==> config.mk <==
export PLATFORM = sky130hd
export DESIGN_NAME = rs_dispatch_scheduler
export DESIGN_NICKNAME = d
export VERILOG_FILES = /design/src/rtl/rs_dispatch_scheduler_pkg.sv /design/src/rtl/rs_credit_counter.sv /design/src/rtl/rs_dispatch_scheduler.sv
export SDC_FILE = /design/constraint.sdc
export NUM_CORES = 1
export LEC_CHECK = 0
export BUFFER_PORTS_ARGS = -buffer_cell sky130_fd_sc_hd__buf_2
export CAP_MARGIN = 20
export CORE_MARGIN = 4
export CORE_UTILIZATION = 40
export CTS_BUF_LIST = sky130_fd_sc_hd__clkbuf_2 sky130_fd_sc_hd__clkbuf_4 sky130_fd_sc_hd__clkbuf_8
export DETAILED_ROUTE_END_ITERATION = 6
export MAX_ROUTING_LAYER = met4
export PLACE_DENSITY = 0.6
export SLEW_MARGIN = 25
export SYNTH_ARGS = -nofsm -noshare
export SYNTH_HDL_FRONTEND = slang
export SYNTH_SLANG_ARGS = --single-unit
export TNS_END_PERCENT = 50
==> constraint.sdc <==
create_clock -name clk -period 2.5 [get_ports clk]
set_input_delay 0.375 -clock clk [delete_from_list [all_inputs] [get_ports clk]]
set_output_delay 0.375 -clock clk [all_outputs]
set_load 0.02 [all_outputs]
==> src/rtl/rs_dispatch_scheduler_pkg.sv <==
// Shared types for the dispatch scheduler: station classes and FSM states.
// Supplies a default ROB tag width when the build does not define one.
`ifndef ROB_SIZE_WIDTH
`define ROB_SIZE_WIDTH 6
`endif

package rs_dispatch_scheduler_pkg;

    typedef enum logic [1:0] {
        CLS_ALU  = 2'd0,
        CLS_MEM  = 2'd1,
        CLS_BR   = 2'd2,
        CLS_NONE = 2'd3
    } disp_class_t;

    typedef enum logic {
        RUN   = 1'b0,
        FLUSH = 1'b1
    } disp_state_t;

    function automatic int credit_width(input int depth);
        return $clog2(depth + 1);
    endfunction

endpackage

==> src/rtl/rs_credit_counter.sv <==
// Per-station credit counter: one credit per free reservation station entry.
// Reload wins, then a simultaneous take/return nets to zero; returns saturate.
module rs_credit_counter #(
    parameter int DEPTH = 4,
    localparam int CW = $clog2(DEPTH + 1)
) (
    input  logic          clk,
    input  logic          reset,
    input  logic          dec,
    input  logic          inc,
    input  logic          reload,
    output logic [CW-1:0] count,
    output logic          has_credit
);

    // Track free entries; a return at full depth is dropped.
    always_ff @(posedge clk or posedge reset) begin
        if (reset) begin
            count <= CW'(DEPTH);
        end else if (reload) begin
            count <= CW'(DEPTH);
        end else if (dec && !inc) begin
            count <= count - CW'(1);
        end else if (inc && !dec && (count != CW'(DEPTH))) begin
            count <= count + CW'(1);
        end
    end

    assign has_credit = (count != '0);

endmodule

==> src/rtl/rs_dispatch_scheduler.sv <==
// Routes renamed instructions to ALU/MEM/BRANCH stations through a skid buffer.
// Optional DISPATCH_PERF_CNT_EN adds stall-cycle and dispatch counters.
`ifndef ROB_SIZE_WIDTH
`define ROB_SIZE_WIDTH 6
`endif

module rs_dispatch_scheduler
    import rs_dispatch_scheduler_pkg::*;
#(
    parameter int ALU_RS_DEPTH = 8,
    parameter int MEM_RS_DEPTH = 4,
    parameter int BR_RS_DEPTH  = 4,
    parameter int TAG_WIDTH    = `ROB_SIZE_WIDTH,
    parameter int FLUSH_CYCLES = 2
) (
    input  logic                 clk,
    input  logic                 reset,
    input  logic                 in_valid,
    input  disp_class_t          in_class,
    input  logic [TAG_WIDTH-1:0] in_tag,
    input  logic                 rob_full,
    input  logic                 flush,
    input  logic                 alu_credit_ret,
    input  logic                 mem_credit_ret,
    input  logic                 br_credit_ret,
    output logic                 alu_disp_valid,
    output logic                 mem_disp_valid,
    output logic                 br_disp_valid,
    output logic [TAG_WIDTH-1:0] disp_tag,
    output logic                 stall_out,
`ifdef DISPATCH_PERF_CNT_EN
    output logic [31:0]          stall_cycle_cnt,
    output logic [31:0]          dispatch_cnt,
`endif
    output logic                 in_recovery
);

    localparam int ALU_CW = credit_width(ALU_RS_DEPTH);
    localparam int MEM_CW = credit_width(MEM_RS_DEPTH);
    localparam int BR_CW  = credit_width(BR_RS_DEPTH);
    localparam int FCW    = (FLUSH_CYCLES > 1) ? $clog2(FLUSH_CYCLES) : 1;

    disp_state_t          state;
    logic [FCW-1:0]       flush_cnt;
    logic                 hold_valid;
    disp_class_t          hold_class;
    logic [TAG_WIDTH-1:0] hold_tag;

    logic                 accept;
    logic                 pend_valid;
    logic                 pend_nop;
    disp_class_t          pend_class;
    logic [TAG_WIDTH-1:0] pend_tag;
    logic                 credit_ok;
    logic                 dispatch;
    logic                 ret_en;
    logic                 alu_dec, mem_dec, br_dec;
    logic                 alu_ok, mem_ok, br_ok;
    logic [ALU_CW-1:0]    alu_count;
    logic [MEM_CW-1:0]    mem_count;
    logic [BR_CW-1:0]     br_count;

    assign stall_out   = hold_valid | (state == FLUSH);
    assign in_recovery = (state == FLUSH);
    assign accept      = in_valid & ~stall_out;
    assign pend_valid  = hold_valid | accept;
    assign pend_class  = hold_valid ? hold_class : in_class;
    assign pend_tag    = hold_valid ? hold_tag : in_tag;
    assign pend_nop    = (pend_class == CLS_NONE);

    // Select the registered credit state of the pending item's station.
    always_comb begin
        credit_ok = 1'b0;
        unique case (pend_class)
            CLS_ALU: credit_ok = alu_ok;
            CLS_MEM: credit_ok = mem_ok;
            CLS_BR:  credit_ok = br_ok;
            default: credit_ok = 1'b0;
        endcase
    end

    assign dispatch = pend_valid & ~pend_nop & credit_ok & ~rob_full & ~flush;
    assign alu_dec  = dispatch & (pend_class == CLS_ALU);
    assign mem_dec  = dispatch & (pend_class == CLS_MEM);
    assign br_dec   = dispatch & (pend_class == CLS_BR);
    assign ret_en   = (state == RUN) & ~flush;

    rs_credit_counter #(.DEPTH(ALU_RS_DEPTH)) u_alu_credit (
        .clk(clk), .reset(reset), .dec(alu_dec),
        .inc(alu_credit_ret & ret_en), .reload(flush),
        .count(alu_count), .has_credit(alu_ok)
    );

    rs_credit_counter #(.DEPTH(MEM_RS_DEPTH)) u_mem_credit (
        .clk(clk), .reset(reset), .dec(mem_dec),
        .inc(mem_credit_ret & ret_en), .reload(flush),
        .count(mem_count), .has_credit(mem_ok)
    );

    rs_credit_counter #(.DEPTH(BR_RS_DEPTH)) u_br_credit (
        .clk(clk), .reset(reset), .dec(br_dec),
        .inc(br_credit_ret & ret_en), .reload(flush),
        .count(br_count), .has_credit(br_ok)
    );

    // Skid buffer: park an accepted item that could not leave this cycle.
    always_ff @(posedge clk or posedge reset) begin
        if (reset) begin
            hold_valid <= 1'b0;
            hold_class <= CLS_NONE;
            hold_tag   <= '0;
        end else if (flush) begin
            hold_valid <= 1'b0;
        end else begin
            hold_valid <= pend_valid & ~pend_nop & ~dispatch;
            if (accept) begin
                hold_class <= in_class;
                hold_tag   <= in_tag;
            end
        end
    end

    // Registered one-hot dispatch strobe and its tag.
    always_ff @(posedge clk or posedge reset) begin
        if (reset) begin
            alu_disp_valid <= 1'b0;
            mem_disp_valid <= 1'b0;
            br_disp_valid  <= 1'b0;
            disp_tag       <= '0;
        end else begin
            alu_disp_valid <= alu_dec;
            mem_disp_valid <= mem_dec;
            br_disp_valid  <= br_dec;
            if (dispatch) begin
                disp_tag <= pend_tag;
            end
        end
    end

    // Flush recovery: a flush always (re)starts the countdown.
    always_ff @(posedge clk or posedge reset) begin
        if (reset) begin
            state     <= RUN;
            flush_cnt <= '0;
        end else if (flush) begin
            state     <= FLUSH;
            flush_cnt <= FCW'(FLUSH_CYCLES - 1);
        end else if (state == FLUSH) begin
            if (flush_cnt == '0) begin
                state <= RUN;
            end else begin
                flush_cnt <= flush_cnt - FCW'(1);
            end
        end
    end

`ifdef DISPATCH_PERF_CNT_EN
    // Free-running performance counters, cleared only by reset.
    always_ff @(posedge clk or posedge reset) begin
        if (reset) begin
            stall_cycle_cnt <= '0;
            dispatch_cnt    <= '0;
        end else begin
            stall_cycle_cnt <= stall_cycle_cnt + 32'(in_valid & stall_out);
            dispatch_cnt    <= dispatch_cnt + 32'(dispatch);
        end
    end
`endif

    a_alu_bound: assert property (@(posedge clk) disable iff (reset)
        alu_count <= ALU_CW'(ALU_RS_DEPTH));
    a_mem_bound: assert property (@(posedge clk) disable iff (reset)
        mem_count <= MEM_CW'(MEM_RS_DEPTH));
    a_br_bound: assert property (@(posedge clk) disable iff (reset)
        br_count <= BR_CW'(BR_RS_DEPTH));

endmodule

==> metrics.cfg <==
[outcome]
outcome = completed

[worst_setup_path]
worstPathMaxFanout = 5
critPathRequiredTime_ns = 2.70
r2r_slack_ns = 0.07
startpoint_type = register
worstPathArrival_ns = 2.64
critPathCaptureType = register
crit_type = register to register
worst-r2r-cell-count = 12

[drt]
via_per_inst = 5.34
drt_iter0_markers = 37
vias = 1425
wl_per_cell_um = 15.2
dr.pass1.iters = 4
ant_nets = 0
drc_errors = 0
totalWireLength_um = 4070

[logic_synthesis]
synth_commonest_cells = dfrtp_1, nor2_1, nand2_1, a21oi_1, mux2i_1
avgSynthCellArea_um2 = 10.5
yosysWarnings = 0
yosysUniqueCellTypes = 37
synthTopCellsByArea = dfrtp_1, dfstp_2, nor2_1
async_reset_ff_share_pct = 100
synth_top_cell_area_share_pct = 36.6
syn_area_mm2 = 0.00171
syn_nets = 183
ys.flop_type = dfrtp_1
synth-edff-count = 0
syn_inst = 162
synth_top_area_cell = dfrtp_1
ys_seq_area_share_pct = 44.3
ys_ff_latch = 30

[power]
p_leak_nw = 1.00
netSwitchingPower_mw = 0.454
cellPowerDensity_mw_per_mm2 = 650
peakVddDrop_mv = 0.396
swShare_pct = 30.6
pwr-share-clk_pct = 33.3
pwr-share-comb_pct = 23.2
p_int_mw = 1.03
p_seq_share_pct = 43.4

[sta]
rsz0062_at_grt = yes
fin_skew_ns = 0.00705
fin_crit_ns = 2.43
fmax_mhz = 411
final_hold_viol_count = 0
setup_violations = 0
maxSlewHeadroom_pct = 69.5
holdWs_ns = 0.0791
finalCritPeriodShare_pct = 97.4
setup-tns-final_ns = 0
setup_slack_ns = 0.0661
worstMarginPinSlew_ns = 0.457
drv_slew = 0

[clock_tree]
cts_hold_buf = 0
cts_sinks = 30
clk_latency_ns = 0.29
cts_buffer_depth = 2
cts_tree = built
cts_made_buffers = 5
htree_num_levels = 2
ctsRootBufferMaster = clkbuf_8
clkSlewWorstSetupHoldPaths_ns = 0.07

[die]
io_pins = 27
die_w_um = 73.3
die-area_mm2 = 0.00538
fp.coreArea_mm2 = 0.00406
fp.dieH_um = 73.3
initial_core_util_pct = 42.1
row_count = 23

[global_route]
antenna_found_initial = 0
gr-usage-all-layers_pct = 17.2
grt_pass1_wl_um = 6800
grt_pass1_vias = 1510
grt_max_degree = 20
gr-total-overflow = 0

[layout]
nFillCells = 357
fin_nets = 237
area_growth_pct = 33.8
drive_gt1_share_pct = 44.2
num_antenna_cells = 0
post-route-cell-area_mm2 = 0.00228

[hold_path]
worst_hold_path_type = input port to async pin

[placed_design]
dp_worst_setup_slack_ns = 0.0138
place_area_mm2 = 0.00209
portBuffers = 26
gp_congestion = 0.944
hpwl_um = 3120

[run]
maxCapViolCount = 0

[power by group through the flow]
stage	Combinational (mW)	Clock, mW	Sequential, mW
CTS	0.339	0.513	0.644
finish	0.345	0.495	0.645
global route	0.375	0.531	0.658
floorplan	0.155	0	0.700
detailed placement	0.339	0	0.650
global placement	0.330	0	0.643
[cell type report]
type	instances	area (µm²)	share of cell area (%)
clock buffer	5	68.8	3.01
clock inverter	3	45.0	1.97
inverter	5	21.3	0.931
multi-input combinational	123	997	43.6
sequential	30	759	33.2
tap	50	62.6	2.74
timing repair buffer	51	330	14.5
[state kept, by name, indices dropped and copies added (netlist names), 2 cells and up]
name,flops
disp_tag,6
hold_class,2
hold_tag,6
u_alu_credit.count,4
u_br_credit.count,3
u_mem_credit.count,3
[cell usage in the layout, fill, tap and decap left out, types with 4 or more instances in the layout]
cell type / count
mux2i_1: 9
nand2_1: 11
mux2_2: 8
dfstp_2: 5
buf_2: 26
nor3_1: 5
a21oi_1: 11
inv_1: 4
clkbuf_8: 5
dfrtp_1: 23
nor2_1: 25
buf_4: 24
[per-layer routing]
| metal | up-vias | routed length [µm] | GRT usage, % |
|---|---|---|---|
| met5 | - | 0 | - |
| met4 | 0 | 92 | 8.25 |
| met3 | 9 | 161 | 4.51 |
| met2 | 30 | 2170 | 28.8 |
| met1 | 689 | 1640 | 18.9 |
| li1 | 697 | - | - |
[critical path, stage by stage, from the launching register on]
cell and delay [ns]:
dfrtp_2 0.43, buf_4 0.16, nor4b_4 0.33, a32oi_4 0.13
a311oi_4 0.26, nand2_2 0.12, inv_4 0.09, ha_4 0.15
nand3_2 0.08, nand2_2 0.10, nand3_2 0.09, o32ai_2 0.28
a22oi_1 0.12
[worst paths after layout]
kind                             from                    end
setup / recovery           hold_valid  u_alu_credit.count[3]
hold / removal                  reset         mem_disp_valid
setup reg to reg           hold_valid  u_alu_credit.count[3]
hold reg to reg             flush_cnt            in_recovery
max in group asynchronous       reset  u_alu_credit.count[3]
min in group clk            in_tag[1]            hold_tag[1]
[what timing repair did]
action	CTS	global route
resized for setup	1	10
setup endpoints to repair	1	4
pin swaps	0	5
hold endpoints to repair	0	0
buffers inserted	0	2
[cell families (layout without fill, tap and decap cells)]
| family | Yosys count | after routing | share of synthesized area [%] |
|---|---|---|---|
| compound gates | 32 | 32 | 15.7 |
| simple gates | 63 | 63 | 18.5 |
| mux | 19 | 19 | 12.3 |
| xor+xnor | 4 | 4 | 2.05 |
| buf+inv | 9 | 64 | 2.20 |
| fa+ha+maj | 5 | 5 | 4.98 |
| flops | 30 | 30 | 44.3 |
[per-stage QoR]
step,util (%),instances,power [mW]
detailed placement,51.4,257,0.989
CTS,54.4,265,1.50
floorplan,-,162,0.855
finish,56.3,267,1.48
global placement,51.4,257,0.973
global route,56.3,267,1.56
(Power assumes the default switching activity.)
